**src/rtl/sseg_scroll_feeder.sv**
```systemverilog
// Nibble queue feeding an 8-digit scrolling display register, with a fast anode scan
// that hands one nibble, its blank flag and an active-low anode vector to the hex decoder.
module sseg_scroll_feeder #(
    parameter int SCAN_DIV   = 100000,
    parameter int SCROLL_DIV = 50000000,
    parameter int FIFO_DEPTH = 8
) (
    input  logic                          CLK,
    input  logic                          RST,
    input  logic [3:0]                    WR_DATA,
    input  logic                          WR_VALID,
    output logic                          WR_READY,
    input  logic                          FLUSH,
    output logic [3:0]                    DIGIT,
    output logic                          DIGIT_BLANK,
    output logic [7:0]                    SSEG_AN,
    output logic [$clog2(FIFO_DEPTH):0]   FIFO_COUNT,
    output logic                          SCROLL_PULSE
);
    localparam int SCAN_W = $clog2(SCAN_DIV);
    localparam int SCR_W  = $clog2(SCROLL_DIV);
    localparam int PTR_W  = $clog2(FIFO_DEPTH);
    localparam int CNT_W  = PTR_W + 1;
    localparam logic [SCAN_W-1:0] SCAN_TC  = SCAN_W'(SCAN_DIV - 1);
    localparam logic [SCR_W-1:0]  SCR_TC   = SCR_W'(SCROLL_DIV - 1);
    localparam logic [CNT_W-1:0]  FULL_CNT = CNT_W'(FIFO_DEPTH);

    logic [SCAN_W-1:0] scan_cnt;
    logic [SCR_W-1:0]  scr_cnt;
    logic [2:0]        idx;
    logic [3:0]        fifo_mem [FIFO_DEPTH];
    logic [PTR_W-1:0]  wr_ptr;
    logic [PTR_W-1:0]  rd_ptr;
    logic [CNT_W-1:0]  count;
    logic [7:0]        slot_v;
    logic [3:0]        slot_n [8];
    logic              scan_tc;
    logic              scr_tc;
    logic              full;
    logic              has_data;
    logic              push;
    logic              pop;

    assign scan_tc      = (scan_cnt == SCAN_TC);
    assign scr_tc       = (scr_cnt == SCR_TC);
    assign full         = (count == FULL_CNT);
    assign has_data     = (count != '0);
    assign WR_READY     = !full && !RST;
    // A write offered while FLUSH is high is dropped even though READY is high.
    assign push         = WR_VALID && WR_READY && !FLUSH;
    assign pop          = scr_tc && !FLUSH && has_data;
    assign SCROLL_PULSE = scr_tc && !FLUSH && !RST;
    assign FIFO_COUNT   = count;

    always_ff @(posedge CLK) begin
        if (push)
            fifo_mem[wr_ptr] <= WR_DATA;
    end

    always_ff @(posedge CLK) begin
        if (RST) begin
            scan_cnt    <= '0;
            idx         <= '0;
            scr_cnt     <= '0;
            wr_ptr      <= '0;
            rd_ptr      <= '0;
            count       <= '0;
            slot_v      <= '0;
            for (int k = 0; k < 8; k++)
                slot_n[k] <= '0;
            SSEG_AN     <= 8'hFE;
            DIGIT       <= '0;
            DIGIT_BLANK <= 1'b1;
        end else begin
            scan_cnt <= scan_tc ? '0 : scan_cnt + 1'b1;
            if (scan_tc)
                idx <= idx + 3'd1;
            // Refreshed every cycle so a scroll shows on the selected digit promptly.
            SSEG_AN     <= ~(8'd1 << idx);
            DIGIT       <= slot_n[idx];
            DIGIT_BLANK <= ~slot_v[idx];

            if (FLUSH) begin
                scr_cnt <= '0;
                wr_ptr  <= '0;
                rd_ptr  <= '0;
                count   <= '0;
                slot_v  <= '0;
                for (int k = 0; k < 8; k++)
                    slot_n[k] <= '0;
            end else begin
                scr_cnt <= scr_tc ? '0 : scr_cnt + 1'b1;
                if (scr_tc) begin
                    slot_v <= {slot_v[6:0], has_data};
                    for (int k = 7; k > 0; k--)
                        slot_n[k] <= slot_n[k-1];
                    slot_n[0] <= has_data ? fifo_mem[rd_ptr] : 4'd0;
                end
                if (push)
                    wr_ptr <= wr_ptr + 1'b1;
                if (pop)
                    rd_ptr <= rd_ptr + 1'b1;
                count <= count + CNT_W'(push) - CNT_W'(pop);
            end
        end
    end
endmodule

```
**config.mk**
```make
export PLATFORM = sky130hd
export DESIGN_NAME = sseg_scroll_feeder
export DESIGN_NICKNAME = d
export VERILOG_FILES = /design/src/rtl/sseg_scroll_feeder.sv
export SDC_FILE = /design/constraint.sdc
export NUM_CORES = 1
export LEC_CHECK = 0
export CAP_MARGIN = 40
export CORE_MARGIN = 2
export CORE_UTILIZATION = 55
export CTS_CLUSTER_DIAMETER = 50
export DETAILED_ROUTE_END_ITERATION = 10
export PLACE_DENSITY = 0.73
export SLEW_MARGIN = 20
export SYNTH_ARGS = -nofsm -noshare
export SYNTH_HDL_FRONTEND = slang
export SYNTH_SLANG_ARGS = --single-unit
```
**constraint.sdc**
```tcl
create_clock -name CLK -period 5.2 [get_ports CLK]
set_clock_uncertainty 0.15 [all_clocks]
set_input_delay 1.56 -clock CLK [delete_from_list [all_inputs] [get_ports CLK]]
set_output_delay 1.56 -clock CLK [all_outputs]
set_load 0.005 [all_outputs]
```
==> impl_metrics.json, run 1 <==
{
  "outcome": "complete, no violations",
  "die_area_um2": 12200,
  "fin_tns_setup_ns": 0,
  "synth-seq-cells": 144,
  "r2r_slack_ns": 1.97,
  "cts_tree": "yes",
  "async_reset_ff_frac": 0,
  "worstMarginPinSlew_ns": 0.744,
  "maxCapViolCount": 0,
  "synth-xor-area-share": 0.0435,
  "io_pins": 27,
  "drc": 0,
  "dr.first_iter.drc_count": 249,
  "io_buffers": 26,
  "synth_edf_count": 52,
  "worstPathArrival_ns": 3.14,
  "crit_path_end_kind": "primary output",
  "cp_top_family": "buffers and inverters",
  "dp_worst_setup_slack_ns": 0.344,
  "synth-simple-area-share": 0.192,
  "cp_num_cells": 4,
  "clk_latency_ns": 0.42,
  "grt_pass1_vias": 4254,
  "max_freq_ghz": 0.206,
  "fin_nets": 615,
  "hold_buffers": 0,
  "synth_nets": 590,
  "syn2layout_area_growth_pct": 15.5,
  "setup_viol": 0,
  "synthMuxAreaShare": 0.0764,
  "clk_pin_slew_ns": 0.05,
  "slowest_delay_ns": 0.53,
  "via_per_inst": 5.88,
  "synth_fa_ha_area_frac": 0.0333,
  "holdWs_ns": 0.289,
  "synth-compound-area-share": 0.0806,
  "power.leakage_nw": 2.39,
  "layout_common_cells": "dfxtp_1 (92), edfxtp_1 (52), nor2_1 (47), a21oi_1 (42), nand3_1 (38)",
  "track_usage": 0.208,
  "synth_top_area_cell": "dfxtp_1",
  "power-per-cell-area_nw_per_um2": 336,
  "vias": 4373,
  "finalMaxSlewViolations": 0,
  "wl_um": 12100,
  "period_minus_slack_ns": 4.85,
  "drive_above_1_share": 0.123,
  "rsz0062_at_grt": "no",
  "die_h_um": 111,
  "fillCellCount": 846,
  "ant_nets": 0,
  "dp_hpwl_um": 8090,
  "yosysWarnings": 0,
  "synth_area_um2": 6240,
  "critPathLaunch": "FLUSH",
  "grt_max_degree": 36,
  "ctsResizeCount": 0,
  "synth_top_family_by_area": "simple AND/OR/NAND/NOR gates",
  "fin_ws_ns": 0.347,
  "ir_worst_vdd_v": 0.000379,
  "max_slew_margin": 0.504,
  "cts_root_buf": "clkbuf_16",
  "gp_congestion": 0.802,
  "firstDrtPassIters": 4,
  "synth_ff_type": "dfxtp_1",
  "grt_antenna_before_repair": 0,
  "dieWidth_um": 111,
  "fin_crit_sh": 0.933,
  "cts_max_level": 4,
  "startpoint_type": "input pin",
  "rr_endpoint": "FIFO_COUNT[3]$_SDFF_PP0_",
  "routedWlPerCell_um": 16.2,
  "syn_area_per_cell_um2": 11.0,
  "hp-class": "flip-flop to flip-flop",
  "postCtsSetupRepairBufs": 0,
  "r2r_start": "scr_cnt[0]$_SDFF_PP0_",
  "cp_num_buf_inv": 2,
  "layout_commonest_cell": "dfxtp_1",
  "seq_area_frac_synth": 0.545,
  "ys_top_cells_by_area": "dfxtp_1 (29%), edfxtp_1 (25%), mux4_2 (6.5%), a21oi_1 (3.4%), nand3_1 (3.0%)",
  "clock_sink_count": 144,
  "grt_pass1_wl_um": 20600,
  "path_class": "input pin to primary output",
  "row_count": 38,
  "core_um2": 10900,
  "multi_input_area_um2": 2670,
  "synth_top_area_share": 0.295,
  "crit_top_cell": "clkdlybuf4s50_1",
  "synthCells": 566,
  "cts_buffers": 17,
  "grt_overflow": 0,
  "ys_types": 46,
  "reg2reg_depth": 11,
  "clk_path_buf_depth": 2,
  "register_area_um2": 3400,
  "critPathSlowestCell": "clkdlybuf4s50_1",
  "required_ns": 3.49,
  "start_util": 0.571,
  "num_antenna_cells": 0,
  "final-hold-violation-count": 0,
  "crit_end": "SCROLL_PULSE",
  "crit_fanout": 5,
  "crit_chain": "clkdlybuf4s50_1 -> or2_2 -> nor3_4 -> clkdlybuf4s50_1"
}
==> worst register-to-register path, delay by kind of cell (launching register included) <==
kind | cells | cell delay [ns]
simple gates | 4 | 1.01
fa+ha+maj | 2 | 0.43
flops | 1 | 0.41
mux | 1 | 0.37
compound gates | 2 | 0.34
buf+inv | 1 | 0.26
xor+xnor | 1 | 0.13
==> sequential cells by signal, summed over array words and instances, names as in the netlist, named ones only <==
register / count
DIGIT_BLANK: 1
scr_cnt: 26
FIFO_COUNT: 4
fifo_mem: 32
idx: 3
slot_n: 32
scan_cnt: 17
DIGIT: 4
wr_ptr: 3
SSEG_AN: 8
slot_v: 8
rd_ptr: 3
==> metrics by stage <==
step	utilization	area (um^2)	cells	total power, W
2_1_floorplan	-	6240	566	0.00124
3_3_place_gp	0.603	6590	708	0.00126
6_report	0.660	7210	744	0.00242
4_1_cts	0.659	7200	742	0.00245
5_1_grt	0.660	7210	744	0.00250
3_5_place_dp	0.605	6620	710	0.00127
==> kinds of logic after synthesis <==
| logic type | after synthesis |
|---|---|
| multiplexers | 25 |
| AND/OR/NAND/NOR | 222 |
| XOR/XNOR | 31 |
| AO/OA/AOI/OAI | 88 |
| flip-flops | 144 |
| adder cells (fa/ha/maj) | 16 |
| buffers and inverters | 40 |
==> where the power goes <==
part	internal, W	switching, W
Clock	0.000721	0.000462
Sequential	0.00118	0.00000870
Combinational	0.0000220	0.0000317
==> metal layers <==
layer | routed length, um | track usage | up-vias
met2 | 6080 | 0.348 | 99
met4 | 138 | 0.0608 | 0
li1 | - | - | 2128
met1 | 5300 | 0.263 | 2136
met3 | 557 | 0.0631 | 10
met5 | 0 | 0 | -
==> Yosys cell counts, types with 6 or more instances <==
cell type	instances
nand4_1	18
and2_1	18
and3_1	7
clkbuf_1	22
o21ai_0	28
xor2_1	21
or3_1	6
o31ai_1	7
inv_1	8
nor3_1	11
dfxtp_1	92
mux4_2	18
mux2i_1	6
nand3_1	38
nand2_1	36
nor4_1	8
or4_1	6
a21oi_1	42
ha_1	15
and4_1	7
nor2_1	47
xnor2_1	10
edfxtp_1	52
==> layout make-up <==
class / instances / share of cell area
flip-flops and latches: 144 / 0.472
multi-input cells: 382 / 0.369
clock buffers: 20 / 0.0619
repair buffers: 37 / 0.0491
well taps: 140 / 0.0243
clock inverters: 12 / 0.0187
inverters: 9 / 0.00468
==> worst min-delay path by stage <==
stage | end | cells after the start | slack [ns] | startpoint
floorplan | scan_cnt[0]$_SDFF_PP0_ | 1 | 0.26 | scan_cnt[0]$_SDFF_PP0_
global placement | scan_cnt[0]$_SDFF_PP0_ | 1 | 0.27 | scan_cnt[0]$_SDFF_PP0_
detailed placement | scan_cnt[0]$_SDFF_PP0_ | 1 | 0.28 | scan_cnt[0]$_SDFF_PP0_
CTS | scan_cnt[0]$_SDFF_PP0_ | 1 | 0.29 | scan_cnt[0]$_SDFF_PP0_
global route | scan_cnt[0]$_SDFF_PP0_ | 1 | 0.32 | scan_cnt[0]$_SDFF_PP0_
finish | scan_cnt[0]$_SDFF_PP0_ | 1 | 0.29 | scan_cnt[0]$_SDFF_PP0_
Note: power is estimated with default switching activity, not from simulation.
==> inputs of run 2 (changes only) <==
--- a/config.mk
+++ b/config.mk
@@ -6,11 +6,10 @@
 export NUM_CORES = 1
 export LEC_CHECK = 0
 export CAP_MARGIN = 40
-export CORE_MARGIN = 2
-export CORE_UTILIZATION = 55
+export CORE_UTILIZATION = 45
 export CTS_CLUSTER_DIAMETER = 50
 export DETAILED_ROUTE_END_ITERATION = 10
-export PLACE_DENSITY = 0.73
+export PLACE_DENSITY = 0.62
 export SLEW_MARGIN = 20
 export SYNTH_ARGS = -nofsm -noshare
 export SYNTH_HDL_FRONTEND = slang
==> run 2 against run 1 <==
Compared with the run above: die area is 17% higher; first-iteration DRC count increased by 24%; register-to-register slack better by 0.02 ns; via count is essentially flat; wire length rose by 1.7%; hold slack hardly changed; final area grew 0.97%; largest power group is now the clock network; highest routed layer unchanged.
==> impl_metrics.json, run 2 (synthesis results as in run 1) <==
{
  "final-hold-violation-count": 0,
  "fin_util": 0.544,
  "worstMarginPinSlew_ns": 0.827,
  "core_um2": 13400,
  "max_freq_ghz": 0.205,
  "grt_antenna_before_repair": 0,
  "firstDrtPassIters": 4,
  "ant_nets": 0,
  "io_pins": 27,
  "hold_depth": 1,
  "layout_commonest_cell": "dfxtp_1",
  "ctsResizeCount": 0,
  "numPlacedInstances": 746,
  "clk_path_buf_depth": 2,
  "fin_nets": 614,
  "maxCapViolCount": 0,
  "hp-class": "flip-flop to flip-flop",
  "r2r_start": "scr_cnt[0]$_SDFF_PP0_",
  "startpoint_type": "input pin",
  "via_per_inst": 5.62,
  "die_h_um": 120,
  "clk_pin_slew_ns": 0.06,
  "grt_pass1_wl_um": 21200,
  "fin_crit_sh": 0.940,
  "fin_tns_setup_ns": 0,
  "io_buffers": 26,
  "wl_um": 12300,
  "die_area_um2": 14300,
  "clk_latency_ns": 0.42,
  "grt_pass1_vias": 4304,
  "syn2layout_area_growth_pct": 16.7,
  "power.leakage_nw": 2.40,
  "crit_fanout": 5,
  "cts_max_level": 4,
  "cts_tree": "yes",
  "power-per-cell-area_nw_per_um2": 344,
  "final_cell_count_no_fill": 779,
  "period_minus_slack_ns": 4.89,
  "grt_max_degree": 43,
  "vias": 4376,
  "rr_endpoint": "FIFO_COUNT[3]$_SDFF_PP0_",
  "layout_common_cells": "dfxtp_1 (92), edfxtp_1 (52), nor2_1 (47), a21oi_1 (42), nand3_1 (38)",
  "routedWlPerCell_um": 15.8,
  "rsz0062_at_grt": "no",
  "hold_buffers": 0,
  "drive_above_1_share": 0.121,
  "dp_hpwl_um": 8280,
  "holdCritStartpoint": "scan_cnt[0]$_SDFF_PP0_",
  "cts_buffers": 17,
  "dieWidth_um": 120,
  "required_ns": 3.49,
  "path_class": "input pin to primary output",
  "dr.first_iter.drc_count": 308,
  "gp_congestion": 0.763,
  "max_slew_margin": 0.443,
  "setup_viol": 0,
  "postCtsSetupRepairBufs": 0,
  "finalMaxSlewViolations": 0,
  "drc": 0,
  "reg.largest.list": "fifo_mem x32, slot_n x32, scr_cnt x26",
  "r2r_slack_ns": 1.99,
  "start_util": 0.466,
  "cts_root_buf": "clkbuf_16",
  "ir_worst_vdd_v": 0.000236,
  "crit_path_end_kind": "primary output",
  "grt_overflow": 0,
  "worstPathArrival_ns": 3.18,
  "hold_path_end": "scan_cnt[0]$_SDFF_PP0_",
  "clock_sink_count": 144,
  "num_antenna_cells": 0,
  "track_usage": 0.190,
  "row_count": 42,
  "reg2reg_depth": 11,
  "outcome": "complete, no violations"
}
[run 2: through the flow]
stage                     cell area, um^2  setup slack (ns)  total power (W)  hold slack (ns)
after global placement               6640             0.345          0.00126            0.275
after global routing                 7280             0.261          0.00259            0.327
final                                7280             0.313          0.00250            0.289
after floorplan                      6240             0.967          0.00124            0.263
after CTS                            7280             0.307          0.00252            0.295
after detailed placement             6660             0.325          0.00126            0.286
[run 2: power breakdown]
group / switching, W / internal (W) / total (W)
Clock: 0.000461 / 0.000801 / 0.00126
Combinational: 0.0000314 / 0.0000209 / 0.0000523
Sequential: 0.00000828 / 0.00118 / 0.00119
[run 2: per-layer routing]
metal | track usage | part of all wire | vias to the layer above
li1 | - | - | 2132
met3 | 0.0504 | 0.050 | 12
met1 | 0.242 | 0.46 | 2133
met4 | 0.0703 | 0.012 | 0
met2 | 0.310 | 0.48 | 99
met5 | 0 | 0 | -
[run 2: area by class of cell]
class / count / area (um^2)
repair buffers: 36 / 340
clock buffers: 18 / 429
fillers: 1164 / 6120
multi-input cells: 382 / 2670
well taps: 176 / 220
flip-flops and latches: 144 / 3400
inverters: 9 / 33.8
clock inverters: 14 / 191
[run 2: worst max path at each step]
| stage | start | to | slack, ns | depth (start not counted) |
|---|---|---|---|---|
| after floorplan | RST | SCROLL_PULSE | 0.97 | 5 |
| after global placement | FLUSH | SCROLL_PULSE | 0.34 | 4 |
| after detailed placement | FLUSH | SCROLL_PULSE | 0.33 | 4 |
| after CTS | FLUSH | SCROLL_PULSE | 0.31 | 4 |
| after global routing | FLUSH | SCROLL_PULSE | 0.26 | 4 |
| final | FLUSH | SCROLL_PULSE | 0.31 | 4 |
[run 2: worst max-delay path, cell delays in order]
cell             delay (ns)
clkdlybuf4s50_1        0.53
or2_2                  0.38
nor3_4                 0.15
clkdlybuf4s50_1        0.56
